==> config.mk <==
export PLATFORM = sky130hd
export DESIGN_NAME = instr_fetch_queue
export DESIGN_NICKNAME = d
export VERILOG_FILES = /design/src/rtl/cpu_pkg.sv /design/src/rtl/if_queue.sv /design/src/rtl/instr_fetch_queue.sv
export SDC_FILE = /design/constraint.sdc
export NUM_CORES = 1
export LEC_CHECK = 0
export ABC_AREA = 1
export CAP_MARGIN = 20
export CELL_PAD_IN_SITES_DETAIL_PLACEMENT = 0
export CELL_PAD_IN_SITES_GLOBAL_PLACEMENT = 1
export CORE_UTILIZATION = 39
export DETAILED_ROUTE_END_ITERATION = 10
export PLACE_DENSITY_LB_ADDON = 0.2
export SLEW_MARGIN = 15
export SYNTH_ARGS = -nofsm -noshare
export SYNTH_HDL_FRONTEND = slang
export SYNTH_SLANG_ARGS = --single-unit
export TNS_END_PERCENT = 50
==> constraint.sdc <==
create_clock -name clk -period 2.6 [get_ports clk]
set_input_delay 0.39 -clock clk [delete_from_list [all_inputs] [get_ports clk]]
set_output_delay 0.39 -clock clk [all_outputs]
set_load 0.01 [all_outputs]
==> src/rtl/cpu_pkg.sv <==
// Shared CPU front-end constants.
//   OPC_W            width of the opcode field, which sits in the top bits of an instruction
//   HLT_OPCODE_DFLT  default opcode that stops instruction fetch
//   ADDR_W_DFLT      default PC / imem address width
//   INSTR_W_DFLT     default instruction width
//   entry_w()        width of one prefetch entry {pc, instr}
package cpu_pkg;

    localparam int unsigned     OPC_W           = 4;
    localparam logic [OPC_W-1:0] HLT_OPCODE_DFLT = 4'hF;
    localparam int unsigned     ADDR_W_DFLT     = 16;
    localparam int unsigned     INSTR_W_DFLT    = 16;

    // Prefetch entries are stored as {pc, instr}.
    function automatic int unsigned entry_w(input int unsigned addr_w,
                                            input int unsigned instr_w);
        return addr_w + instr_w;
    endfunction

endpackage

==> src/rtl/if_queue.sv <==
// Synchronous FIFO that holds prefetched {pc, instr} entries.
//   clk, rst   clock and synchronous active-high reset
//   push       write push_data at the tail
//   push_data  entry to write
//   pop        drop the head entry
//   flush      empty the queue. A push in the same cycle is dropped.
//   head_data  oldest entry. It is only meaningful when count != 0.
//   count      number of stored entries (0..DEPTH)
// The caller never pushes when the queue is full and never pops when it is empty.
module if_queue #(
    parameter int unsigned DEPTH = 4,
    parameter int unsigned WIDTH = 32
) (
    input  logic                     clk,
    input  logic                     rst,
    input  logic                     push,
    input  logic [WIDTH-1:0]         push_data,
    input  logic                     pop,
    input  logic                     flush,
    output logic [WIDTH-1:0]         head_data,
    output logic [$clog2(DEPTH):0]   count
);

    localparam int unsigned PTR_W = $clog2(DEPTH);
    localparam int unsigned CNT_W = PTR_W + 1;

    logic [WIDTH-1:0] mem_q [DEPTH];
    logic [PTR_W-1:0] rd_ptr_q, rd_ptr_d;
    logic [PTR_W-1:0] wr_ptr_q, wr_ptr_d;
    logic [CNT_W-1:0] count_q,  count_d;

    // Pointer and occupancy update. DEPTH is a power of 2, so the pointers wrap naturally.
    always_comb begin
        rd_ptr_d = rd_ptr_q;
        wr_ptr_d = wr_ptr_q;
        count_d  = count_q;
        if (flush) begin
            rd_ptr_d = '0;
            wr_ptr_d = '0;
            count_d  = '0;
        end else begin
            if (push) wr_ptr_d = wr_ptr_q + PTR_W'(1);
            if (pop)  rd_ptr_d = rd_ptr_q + PTR_W'(1);
            case ({push, pop})
                2'b10:   count_d = count_q + CNT_W'(1);
                2'b01:   count_d = count_q - CNT_W'(1);
                default: count_d = count_q;
            endcase
        end
    end

    always_ff @(posedge clk) begin
        if (rst) begin
            rd_ptr_q <= '0;
            wr_ptr_q <= '0;
            count_q  <= '0;
        end else begin
            rd_ptr_q <= rd_ptr_d;
            wr_ptr_q <= wr_ptr_d;
            count_q  <= count_d;
        end
    end

    // Storage is not reset. Its contents are only observed through count.
    always_ff @(posedge clk) begin
        if (push && !flush) mem_q[wr_ptr_q] <= push_data;
    end

    assign head_data = mem_q[rd_ptr_q];
    assign count     = count_q;

endmodule

==> src/rtl/instr_fetch_queue.sv <==
// Prefetching fetch stage.
// It issues reads to a 1-cycle-latency imem, queues the returned {pc, instr} entries
// and presents the queue head to decode. It supports branch redirect with flush,
// a post-reset arming window for branches, and a halt opcode that freezes fetch.
//   clk, rst     clock and synchronous active-high reset
//   imem_rd_en   read request this cycle, driven at imem_addr
//   imem_rdata   data for the request issued in the previous cycle
//   dec_valid    queue head valid. The head is presented as dec_instr, dec_pc and dec_pc_next.
//   dec_ready    decode accepts the head
//   branch       redirect request to branch_addr (ignored until armed)
//   hlt          a halt instruction is at the head
module instr_fetch_queue
    import cpu_pkg::*;
#(
    parameter int unsigned       ADDR_W     = ADDR_W_DFLT,
    parameter int unsigned       INSTR_W    = INSTR_W_DFLT,
    parameter int unsigned       DEPTH      = 4,
    parameter logic [ADDR_W-1:0] RESET_PC   = '0,
    parameter logic [OPC_W-1:0]  HLT_OPCODE = HLT_OPCODE_DFLT,
    parameter int unsigned       BR_ARM     = 3
) (
    input  logic               clk,
    input  logic               rst,
    output logic               imem_rd_en,
    output logic [ADDR_W-1:0]  imem_addr,
    input  logic [INSTR_W-1:0] imem_rdata,
    output logic               dec_valid,
    input  logic               dec_ready,
    output logic [INSTR_W-1:0] dec_instr,
    output logic [ADDR_W-1:0]  dec_pc,
    output logic [ADDR_W-1:0]  dec_pc_next,
    input  logic               branch,
    input  logic [ADDR_W-1:0]  branch_addr,
    output logic               hlt
);

    localparam int unsigned ENTRY_W = entry_w(ADDR_W, INSTR_W);
    localparam int unsigned CNT_W   = $clog2(DEPTH) + 1;
    localparam int unsigned ARM_W   = (BR_ARM > 0) ? $clog2(BR_ARM + 1) : 1;

    logic [ADDR_W-1:0]  fetch_pc_q,  fetch_pc_d;
    logic [ADDR_W-1:0]  infl_pc_q,   infl_pc_d;
    logic               inflight_q,  inflight_d;
    logic               halt_seen_q, halt_seen_d;
    logic [ARM_W-1:0]   arm_cnt_q,   arm_cnt_d;

    logic               armed;
    logic               redirect;
    logic               issue;
    logic               push;
    logic               pop;
    logic               halt_hit;
    logic               head_halt;
    logic [CNT_W:0]     credit_used;
    logic [CNT_W-1:0]   q_count;
    logic [ENTRY_W-1:0] q_head;

    assign armed    = (arm_cnt_q == ARM_W'(BR_ARM));
    assign redirect = branch & armed;

    // A response is killed when a redirect or reset happens in the cycle it arrives.
    assign push     = inflight_q & ~redirect & ~rst;
    // Block the issue in the cycle a halt returns. Otherwise the next sequential address would still go out.
    assign halt_hit = push & (imem_rdata[INSTR_W-1 -: OPC_W] == HLT_OPCODE);

    // Queued entries plus the outstanding request must never exceed DEPTH.
    assign credit_used = {1'b0, q_count} + (CNT_W + 1)'(inflight_q);
    assign issue = ~rst & ~redirect & ~halt_seen_q & ~halt_hit
                 & (credit_used < (CNT_W + 1)'(DEPTH));

    assign dec_valid = (q_count != '0);
    assign head_halt = dec_valid & (q_head[INSTR_W-1 -: OPC_W] == HLT_OPCODE);
    assign hlt       = head_halt & ~redirect;
    // A halt entry stays at the head. A redirect flushes the queue instead of popping it.
    assign pop       = dec_valid & dec_ready & ~head_halt & ~redirect;

    assign imem_rd_en  = issue;
    assign imem_addr   = fetch_pc_q;
    assign dec_pc      = dec_valid ? q_head[ENTRY_W-1 -: ADDR_W] : '0;
    assign dec_instr   = dec_valid ? q_head[INSTR_W-1:0] : '0;
    assign dec_pc_next = dec_pc + ADDR_W'(1);

    // Fetch PC, outstanding request, halt latch and arm counter.
    always_comb begin
        fetch_pc_d  = fetch_pc_q;
        infl_pc_d   = infl_pc_q;
        inflight_d  = issue;
        halt_seen_d = halt_seen_q | halt_hit;
        arm_cnt_d   = armed ? arm_cnt_q : arm_cnt_q + ARM_W'(1);
        if (issue) begin
            fetch_pc_d = fetch_pc_q + ADDR_W'(1);
            infl_pc_d  = fetch_pc_q;
        end
        if (redirect) begin
            fetch_pc_d  = branch_addr;
            halt_seen_d = 1'b0;
        end
    end

    always_ff @(posedge clk) begin
        if (rst) begin
            fetch_pc_q  <= RESET_PC;
            infl_pc_q   <= '0;
            inflight_q  <= 1'b0;
            halt_seen_q <= 1'b0;
            arm_cnt_q   <= '0;
        end else begin
            fetch_pc_q  <= fetch_pc_d;
            infl_pc_q   <= infl_pc_d;
            inflight_q  <= inflight_d;
            halt_seen_q <= halt_seen_d;
            arm_cnt_q   <= arm_cnt_d;
        end
    end

    if_queue #(
        .DEPTH (DEPTH),
        .WIDTH (ENTRY_W)
    ) u_queue (
        .clk       (clk),
        .rst       (rst),
        .push      (push),
        .push_data ({infl_pc_q, imem_rdata}),
        .pop       (pop),
        .flush     (redirect),
        .head_data (q_head),
        .count     (q_count)
    );

endmodule

==> key figures, run 1 <==
Job
  – Max-cap viol count: 0

Pwr
  – Net Sw Power: ~3200 uW
  – Internal Pwr Total: 6410 uW
  – Seq pwr share: between 30% and 40%
  – Net Sw Frac: between 30% and 40%
  – Clock Power Share: 27.5%
  – Gate power share: 37.0%
  – Pleak: ~0.0043 uW
  – Power per cell area: about 920 nW/um^2
  – Total power: about 9600 uW
  – Max VDD drop: about 520 uV

Min path
  – Worst min-delay path category: register to register

Critical path
  – Worst-path maximum fanout: 14
  – Setup crit end kind: output pin
  – Crit start category: register
  – Crit path DAT: 2190 ps
  – CP Data Required Time: about 2200 ps
  – Setup CP Type: register to output pin

Timing
  – Slew headroom: 76.0%
  – Final Cycle Share: around 100%
  – RSZ-0062 raised after global routing: yes
  – Tmin final: roughly 2600 ps
  – Final hold vios: 0
  – Fin Hold WS: 477 ps
  – Slew Limit Fails: 0
  – # setup viols final: 0
  – Layout Skew: about 7.3 ps
  – Worst-Margin Slew: roughly 360 ps
  – Max Freq: around 390 MHz

Detailed routing
  – DRT Pass-1 Iters: 5
  – Vias per inst: around 5
  – WL per Instance: 15.6 um
  – Initial DRC Count: 330
  – DRC errors left: 0
  – Routed Antenna Nets: 0
  – Final WL: 19,300 um
  – Via Count: 6,032

Yosys
  – Seq/Total Area, Yosys: 60.9%
  – Synthesized area per cell: 9.69 sq um
  – FFs w/ async S/R, synth: 0%
  – Synth warnings: 0
  – Net count after synthesis: around 850
  – Synth cell types: 40
  – Post-synthesis cell count: about 800
  – Synth Register Bits: ~170
  – Mapped cell area: 7780 sq um
  – EDFF count, synth: between 100 and 150
  – Synth Flop Type: edfxtp_1

Finish
  – N_diodes: 0
  – # fillers: about 1.8k
  – Commonest non-fill, non-tap cell in the layout: nand2_1
  – Net count, final: 1,009
  – Most frequent cells in the layout: 162 x nand2_1, 128 x edfxtp_1, 100 x nor2_1, 64 x clkdlybuf4s50_1, 59 x buf_4
  – Layout area overhead: 35.2%
  – Layout cells sized above 1: between 20% and 30%

Die
  – Row count: 51
  – Die Wd: roughly 140 um
  – Die Height: 143 um
  – Die area: 20,500 sq um
  – I/O Pins: 103
  – Initial Util: 39.9%
  – Core ar.: ~20,000 sq um

Placed design
  – Dpl hpwl: approximately 13,000 um
  – GP Congestion: around 0.8
  – Port buffer count: a little over 100

Clocking
  – Clk_lat worst skew: approximately 430 ps
  – Hold-fix buffers, CTS: 0
  – CTS root buf: clkbuf_16
  – Clock sinks: between 150 and 200
  – CTS tree: built
  – Clock buffer depth: 2
  – H-tree depth: 4
  – CTS Buf Count: 17
  – Worst-path clk slew: roughly 70 ps

GRT
  – Largest net degree at the start of global routing: 33
  – First-pass GRT wire length: between 30,000 and 40,000 um
  – GR met1 Demand/Resource: between 20% and 30%
  – GR Overflow Total: 0
  – Met2 usage: between 30% and 40%
  – Vias in the first global route: a little under 6k
  – Initial antenna violation count: 0
  – Busiest grt layer: met2
  – Routing usage on met3: roughly 3.8%
  – GRT Total Usage: 19.7%

Status
  – Outcome: complete, no violations
## synth_stat cells (5+ instances only)
library cell  number  share of area (%)
nand3_2            8                1.0
nand4_1            7               0.56
o21ai_0           60                3.9
inv_1             56                2.7
nor2_2             8               0.64
buf_2              9               0.58
a21oi_1           51                3.3
edfxtp_1         128                 49
nand3_1           60                3.9
buf_6              6               0.87
xor2_1             9                1.0
clkbuf_1           9               0.43
nor2_1           118                5.7
nand2_1          170                8.2
inv_2              5               0.24
dfxtp_1           45                 12
ha_1               8                1.3
## worst max-delay path, cell delays in order (launching register included)
cell,delay (ps)
dfxtp_4,440
inv_8,60
buf_6,120
buf_16,140
nand2_1,80
nand3_2,90
nand2_4,110
nor2_4,60
buf_4,140
buf_4,130
xnor2_1,140
clkdlybuf4s15_1,250
## cell type report
type                       instances  area (sq um)  area share [%]
sequential                       173          4750            45.1
clock inverter                    15           194            1.84
multi-input combinational        532          2850            27.0
timing repair buffer             176          1720            16.4
clock buffer                      17           425            4.04
inverter                          64           255            2.42
tap                              265           332            3.15
## power by group through the flow
stage | Clock, uW | Combinational, uW | Sequential (uW)
after floorplan | 0 | 1660 | 3420
after global placement | 0 | 3150 | 3450
after detailed placement | 0 | 3200 | 3460
after CTS | 2710 | 3480 | 3410
after global routing | 2820 | 3900 | 3450
final | 2660 | 3560 | 3420
## worst paths after layout
| path | slack, ps | endpoint | start | cells after the start |
|---|---|---|---|---|
| hold reg to reg | 480 | u_queue.rd_ptr_q[0]$_SDFFE_PP0P_ | u_queue.rd_ptr_q[0]$_SDFFE_PP0P_ | 2 |
| setup / recovery | 20 | dec_pc_next[3] | register | 11 |
| hold / removal | 480 | u_queue.rd_ptr_q[0]$_SDFFE_PP0P_ | u_queue.rd_ptr_q[0]$_SDFFE_PP0P_ | 2 |
| setup reg to reg | 150 | u_queue.count[1]$_SDFFE_PP0P_ | register | 13 |
## routing by layer
metal	vias to the layer above	share of wire (%)
met4	0	1.3
met5	-	0
met3	17	4.2
met2	153	49
met1	2842	46
li1	3020	-
## stage by stage
stage / utilization (%) / setup TNS, ps / instances / area, sq um / worst slack [ps]
6_report: 53.9 / 0 / 1242 / 10500 / 22.7
3_3_place_gp: 48.3 / 0 / 1188 / 9430 / 13.6
4_1_cts: 53.1 / -220 / 1232 / 10400 / -98.7
3_5_place_dp: 48.3 / -58.2 / 1188 / 9430 / -40.3
5_1_grt: 53.9 / -618 / 1242 / 10500 / -110
2_1_floorplan: - / -19650 / 803 / 7780 / -154
## repair_timing
action | 4_1_cts | 5_1_grt
endpoints found under the setup margin | 41 | 33
buffers inserted | 10 | 10
gates resized for setup | 111 | 54
gates cloned | 2 | 0
pin swaps | 16 | 22
## logic make-up after synthesis
| kind of cell | after synthesis | share of synthesized area, % |
|---|---|---|
| fa+ha+maj | 9 | 1.54 |
| simple gates | 386 | 21.5 |
| buf+inv | 98 | 6.09 |
| mux | 3 | 0.386 |
| xor+xnor | 13 | 1.46 |
| flops | 173 | 60.9 |
| compound gates | 121 | 8.07 |
## registers in the layout, summed over array words and instances (netlist names), named ones only
| name | flops |
|---|---|
| u_queue.mem_q | 128 |
| u_queue.count | 3 |
| inflight_q | 1 |
| u_queue.rd_ptr_q | 2 |
| halt_seen_q | 1 |
| imem_addr | 16 |
| infl_pc_q | 16 |
| u_queue.wr_ptr_q | 2 |
| arm_cnt_q | 2 |
(Power assumes the default switching activity.)
==> inputs of run 2 (changes only) <==
Settings changed: CTS_CLUSTER_DIAMETER set to 30, REMOVE_ABC_BUFFERS set to 1.
==> key figures, run 2 (synthesized netlist as in run 1, its figures left out) <==
Finish
  – Layout cells sized above 1: 24.1% (was 21.9%)
  – Post-Layout Inst Area: 10,700 sq um (was 10,500 sq um)
  – Register bank with the most flops: u_queue.mem_q (unchanged)
  – Commonest non-fill, non-tap cell in the layout: nand2_1 (unchanged)
  – Fin cells: 1,253 (was 1,242)
  – Largest register FFs: 128 (unchanged)
  – Most frequent cells in the layout: 156 x nand2_1, 128 x edfxtp_1, 95 x nor2_1, 60 x buf_4, 57 x clkdlybuf4s50_1 (was 162 x nand2_1, 128 x edfxtp_1, 100 x nor2_1, 64 x clkdlybuf4s50_1, 59 x buf_4)
  – Final Util: 55.0% (was 53.9%)
  – Layout area overhead: 38.0% (was 35.2%)
  – N_diodes: 0 (unchanged)
  – Net count, final: 1,020 (was 1,009)

Timing
  – Final hold vios: 0 (unchanged)
  – Final Cycle Share: 101% (was 99.1%)
  – Worst-Margin Slew: 422 ps (was 360 ps)
  – Fin Hold WS: 465 ps (was 477 ps)
  – RSZ-0062 raised after global routing: yes (unchanged)
  – Fin worst setup slack: -13.6 ps (was 22.7 ps)
  – Tmin final: 2610 ps (was 2580 ps)
  – Slew headroom: 71.6% (was 76.0%)
  – Layout Skew: 8.27 ps (was 7.31 ps)
  – # setup viols final: 1 (was 0)
  – Slew Limit Fails: 0 (unchanged)
  – Max Freq: 383 MHz (was 388 MHz)

Clocking
  – Clock sinks: 173 (unchanged)
  – CTS Buf Count: 17 (unchanged)
  – Hold-fix buffers, CTS: 0 (unchanged)
  – Clock buffer depth: 2 (unchanged)
  – CTS tree: built (unchanged)
  – CTS root buf: clkbuf_16 (unchanged)
  – Worst-path clk slew: 70 ps (about the same)
  – H-tree depth: 4 (unchanged)
  – Clk_lat worst skew: 430 ps (about the same)

Critical path
  – Worst-path maximum fanout: 7 (was 14)
  – CP Data Required Time: 2210 ps (about the same)
  – Path depth of the worst reg2reg path: 16 (was 13)
  – Worst Path Buf+Inv: 5 (was 6)
  – Worst path cell trace: inv_6 > nand2_1 > nand3_2 > and2_4 > inv_1 > nor2_4 > ha_4 > nand3_4 > nor2_4 > buf_6 > buf_4 > xor2_1 > buf_2 (was inv_8 > buf_6 > buf_16 > nand2_1 > nand3_2 > nand2_4 > nor2_4 > buf_4 > buf_4 > xnor2_1 > clkdlybuf4s15_1)
  – Crit path DAT: 2220 ps (was 2190 ps)
  – RR Endpoint: u_queue.count[2]$_SDFFE_PP0P_ (was u_queue.count[1]$_SDFFE_PP0P_)
  – Slowest library cell on the worst path: dfxtp_4 (unchanged)
  – Most common cell on crit path: nor2_4 (was buf_4)
  – Setup crit end kind: output pin (unchanged)
  – Flop-to-flop setup slack: 90 ps (was 150 ps)
  – Setup CP Type: register to output pin (unchanged)
  – Crit start category: register (unchanged)
  – Biggest cell delay along the critical path: 400 ps (was 440 ps)
  – Largest delay share family, worst path: simple AND/OR/NAND/NOR gates (was buffers and inverters)

Die
  – Die Height: 143 um (unchanged)
  – Die area: 20,500 sq um (unchanged)
  – Core ar.: 19,500 sq um (unchanged)
  – Initial Util: 39.9% (unchanged)
  – Row count: 51 (unchanged)
  – I/O Pins: 103 (unchanged)
  – Die Wd: 143 um (unchanged)

GRT
  – Largest net degree at the start of global routing: 33 (unchanged)
  – First-pass GRT wire length: 30,400 um (about the same)
  – GRT Total Usage: 19.6% (was 19.7%)
  – GR Overflow Total: 0 (unchanged)
  – Vias in the first global route: 5,970 (was 5,844)
  – Initial antenna violation count: 0 (unchanged)

Min path
  – Hold Path Depth: 2 (unchanged)
  – Worst min-delay path category: register to register (unchanged)
  – Hold path startpoint: arm_cnt_q[1]$_SDFFE_PP0P_ (was u_queue.rd_ptr_q[0]$_SDFFE_PP0P_)
  – Hold Path Sink: arm_cnt_q[1]$_SDFFE_PP0P_ (was u_queue.rd_ptr_q[0]$_SDFFE_PP0P_)

Placed design
  – Placed Cells: 1,196 (was 1,188)
  – DP Area: 9490 sq um (was 9430 sq um)
  – Dpl hpwl: 13,000 um (about the same)
  – GP Congestion: 0.853 (was 0.797)
  – Port buffer count: 102 (unchanged)
  – DP Worst Slack: -58.1 ps (was -40.3 ps)

Detailed routing
  – Via Count: 6,053 (was 6,032)
  – DRC errors left: 0 (unchanged)
  – Initial DRC Count: 242 (was 330)
  – Routed Antenna Nets: 0 (unchanged)
  – Vias per inst: 4.83 (was 4.86)
  – DRT Pass-1 Iters: 4 (was 5)
  – Final WL: 19,500 um (was 19,300 um)
  – WL per Instance: 15.6 um (about the same)

Pwr
  – Pleak: 0.00442 uW (was 0.00426 uW)
  – Max VDD drop: 552 uV (was 524 uV)
  – Power per cell area: 897 nW/um^2 (was 916 nW/um^2)

Status
  – Outcome: complete, but fails checks (was complete, no violations)
  – Failing checks: negative setup slack

Job
  – Max-cap viol count: 0 (unchanged)
## run 2: cell types whose count changed in the layout (fill, tap and decap cells not counted), moves of 4 or more
cell / previous run / this run
buf_6: 6 / 17
clkdlybuf4s50_1: 64 / 57
dlygate4sd2_1: 6 / 10
dlymetal6s2s_1: 13 / 21
nand2_1: 162 / 156
nand2_2: 9 / 15
nor2_1: 100 / 95
## run 2: area by class of cell
class | count | area [sq um]
tap | 265 | 332
sequential | 173 | 4750
multi-input combinational | 532 | 2960
clock buffer | 17 | 425
fill | 1719 | 8780
clock inverter | 15 | 166
timing repair buffer | 187 | 1860
inverter | 64 | 250
## run 2: worst max path at each step
| stage | from | endpoint | slack (ps) | depth (start not counted) |
|---|---|---|---|---|
| after CTS | register | dec_pc_next[6] | -110 | 12 |
| final | register | dec_pc_next[6] | -10 | 13 |
| after detailed placement | register | dec_pc_next[6] | -60 | 10 |
| after floorplan | register | u_queue.count[2]$_SDFFE_PP0P_ | -930 | 15 |
| after global placement | register | dec_pc_next[6] | 30 | 10 |
| after global routing | register | dec_pc_next[6] | -140 | 12 |
## run 2: stage by stage
stage	power [uW]	setup TNS, ps
4_1_cts	9370	-429
2_1_floorplan	4910	-44550
3_5_place_dp	6730	-131
5_1_grt	10200	-855
3_3_place_gp	6690	0
6_report	9640	-13.6
## run 2: metal layers
layer  GRT usage (%)  vias up  wire length [um]
li1                -     3043                 -
met1            24.2     2828              8540
met2            34.4      161              9920
met3            3.52       21               839
met4            6.44        0               222
met5               0        -                 0
## run 2: tightest hold or removal path, delay by kind of cell (launching register included)
| family | cells | cell delay, ps |
|---|---|---|
| buffers and inverters | 1 | 50 |
| flip-flops | 1 | 330 |
| AO/OA/AOI/OAI | 1 | 50 |
## run 2: power breakdown
part           switching, uW  total (uW)  internal [uW]
Combinational           2010        3720           1710
Sequential               187        3410           3220
Clock                   1140        2510           1370
Total                   3340        9640           6300
## run 2: what timing repair did
| action | 4_1_cts | 5_1_grt |
|---|---|---|
| endpoints found under the hold margin | 0 | 0 |
| resized for setup | 81 | 114 |
| setup endpoints to repair | 33 | 39 |
| setup buffers | 11 | 12 |
| pin swaps | 10 | 31 |
| cloned | 1 | 2 |
==> inputs of run 3 (changes only) <==
Settings changed: CORE_MARGIN set to 2, GPL_TIMING_DRIVEN set to 0.
==> key figures, run 3 (synthesized netlist as in run 1, its figures left out) <==
Finish
  – Largest register FFs: 128 (unchanged)
  – Register bank with the most flops: u_queue.mem_q (unchanged)
  – Area of the multi-input gates: 2980 sq um (was 2960 sq um)
  – # fillers: 1,727 (was 1,719)
  – Sequential cell area: 4750 sq um (unchanged)
  – Commonest non-fill, non-tap cell in the layout: nand2_1 (unchanged)
  – N_diodes: 0 (unchanged)
  – Layout cells sized above 1: 23.9% (was 24.1%)
  – Net count, final: 1,003 (was 1,020)
  – Post-Layout Inst Area: 10,700 sq um (about the same)
  – Fin cells: 1,236 (was 1,253)
  – Layout area overhead: 37.0% (was 38.0%)
  – Most frequent cells in the layout: 147 x nand2_1, 128 x edfxtp_1, 95 x nor2_1, 54 x o21ai_0, 54 x clkdlybuf4s50_1 (was 156 x nand2_1, 128 x edfxtp_1, 95 x nor2_1, 60 x buf_4, 57 x clkdlybuf4s50_1)

Timing
  – Layout Skew: 9.95 ps (was 8.27 ps)
  – Slew headroom: 51.9% (was 71.6%)
  – Fin Hold WS: 457 ps (was 465 ps)
  – Tmin final: 2790 ps (was 2610 ps)
  – RSZ-0062 raised after global routing: yes (unchanged)
  – # setup viols final: 12 (was 1)
  – Fin worst setup slack: -194 ps (was -13.6 ps)
  – Final hold vios: 0 (unchanged)
  – Final Cycle Share: 107% (was 101%)
  – Slew Limit Fails: 0 (unchanged)
  – Max Freq: 358 MHz (was 383 MHz)
  – Worst-Margin Slew: 721 ps (was 422 ps)

Pwr
  – Total power: 9580 uW (was 9640 uW)
  – Pleak: 0.00415 uW (was 0.00442 uW)
  – Max VDD drop: 537 uV (was 552 uV)
  – Power per cell area: 898 nW/um^2 (was 897 nW/um^2)

Detailed routing
  – DRC errors left: 0 (unchanged)
  – Routed Antenna Nets: 0 (unchanged)
  – Final WL: 21,500 um (was 19,500 um)
  – WL per Instance: 17.4 um (was 15.6 um)
  – Initial DRC Count: 415 (was 242)
  – DRT Pass-1 Iters: 5 (was 4)
  – Via Count: 6,205 (was 6,053)
  – Vias per inst: 5.02 (was 4.83)

Critical path
  – Crit path DAT: 2400 ps (was 2220 ps)
  – CP Data Required Time: 2210 ps (about the same)
  – Worst-path maximum fanout: 7 (unchanged)
  – Crit start category: register (unchanged)
  – Setup CP Type: register to output pin (unchanged)
  – Setup crit end kind: output pin (unchanged)

Clocking
  – Clk_lat worst skew: 430 ps (about the same)
  – H-tree depth: 4 (unchanged)
  – Worst-path clk slew: 70 ps (about the same)
  – CTS root buf: clkbuf_16 (unchanged)
  – Hold-fix buffers, CTS: 0 (unchanged)
  – CTS Buf Count: 17 (unchanged)
  – CTS tree: built (unchanged)
  – Clock buffer depth: 2 (unchanged)
  – Clock sinks: 173 (unchanged)

GRT
  – GRT Total Usage: 20.3% (was 19.6%)
  – GR Overflow Total: 0 (unchanged)
  – Initial antenna violation count: 0 (unchanged)
  – Largest net degree at the start of global routing: 33 (unchanged)
  – Vias in the first global route: 6,166 (was 5,970)
  – First-pass GRT wire length: 33,300 um (was 30,400 um)

Die
  – Core ar.: 19,500 sq um (unchanged)
  – Die Height: 145 um (was 143 um)
  – I/O Pins: 103 (unchanged)
  – Die Wd: 145 um (was 143 um)
  – Row count: 51 (unchanged)
  – Initial Util: 39.9% (unchanged)
  – Die area: 21,100 sq um (was 20,500 sq um)

Placed design
  – DP Worst Slack: -1110 ps (was -58.1 ps)
  – GP Congestion: 0.775 (was 0.853)
  – Port buffer count: 102 (unchanged)
  – DP Area: 9050 sq um (was 9490 sq um)
  – Dpl hpwl: 12,000 um (was 13,000 um)
  – Placed Cells: 1,141 (was 1,196)

Status
  – Outcome: complete, but fails checks (unchanged)
  – Failing checks: negative setup slack (unchanged)

Min path
  – Worst min-delay path category: input port to register (was register to register)

Job
  – Max-cap viol count: 0 (unchanged)
## run 3: cell type report
| cell class | count | area share, % |
|---|---|---|
| repair inverters | 5 | 0.469 |
| well taps | 265 | 3.11 |
| inverters | 64 | 2.66 |
| clock buffers | 17 | 3.99 |
| flip-flops and latches | 173 | 44.6 |
| clock inverters | 15 | 1.54 |
| repair buffers | 165 | 15.7 |
| multi-input cells | 532 | 27.9 |
## run 3: power by group
group | leakage [uW] | switching (uW) | total [uW] | internal, uW
logic | 0.00232 | 2100 | 3630 | 1520
clock network | 0.000283 | 1090 | 2520 | 1430
registers | 0.00155 | 207 | 3430 | 3220
total | 0.00415 | 3400 | 9580 | 6180
## run 3: layer usage
| metal | vias up | GRT usage, % | wire length (um) |
|---|---|---|---|
| li1 | 3017 | - | - |
| met1 | 2934 | 26.1 | 9400 |
| met2 | 218 | 34.8 | 10500 |
| met3 | 36 | 4.03 | 1200 |
| met4 | 0 | 5.69 | 412 |
| met5 | - | 0 | 0 |
## run 3: worst paths after layout
check        slack [ps]  cells after the start                            end                       from
min reg2reg         480                      2      arm_cnt_q[1]$_SDFFE_PP0P_  arm_cnt_q[1]$_SDFFE_PP0P_
min                 460                      2      infl_pc_q[1]$_SDFFE_PP0P_                        rst
max                -190                     12                 dec_pc_next[6]                   register
max reg2reg         -10                     15  u_queue.count[2]$_SDFFE_PP0P_                   register
## run 3: worst max-delay path, cell delays in order, from the launching register on
cell,delay (ps)
dfxtp_4,520
buf_6,160
nand2_2,40
nand2_2,80
a21oi_4,50
nor2_4,200
ha_4,200
nand3_4,100
nor2_4,120
buf_6,110
buf_6,80
xor2_1,130
buf_2,160
## run 3: repair_timing
action	in CTS	in global routing
gates resized for setup	186	64
endpoints found under the setup margin	68	30
setup buffers	41	15
pin swaps	34	25
gates cloned	7	0
## run 3: stage by stage
| step | TNS [ps] | util, % |
|---|---|---|
| after floorplan | -44550 | - |
| after global placement | -412150 | 45.6 |
| after detailed placement | -77920 | 46.4 |
| after CTS | -597 | 53.1 |
| after global routing | -2700 | 54.6 |
| final | -1020 | 54.6 |
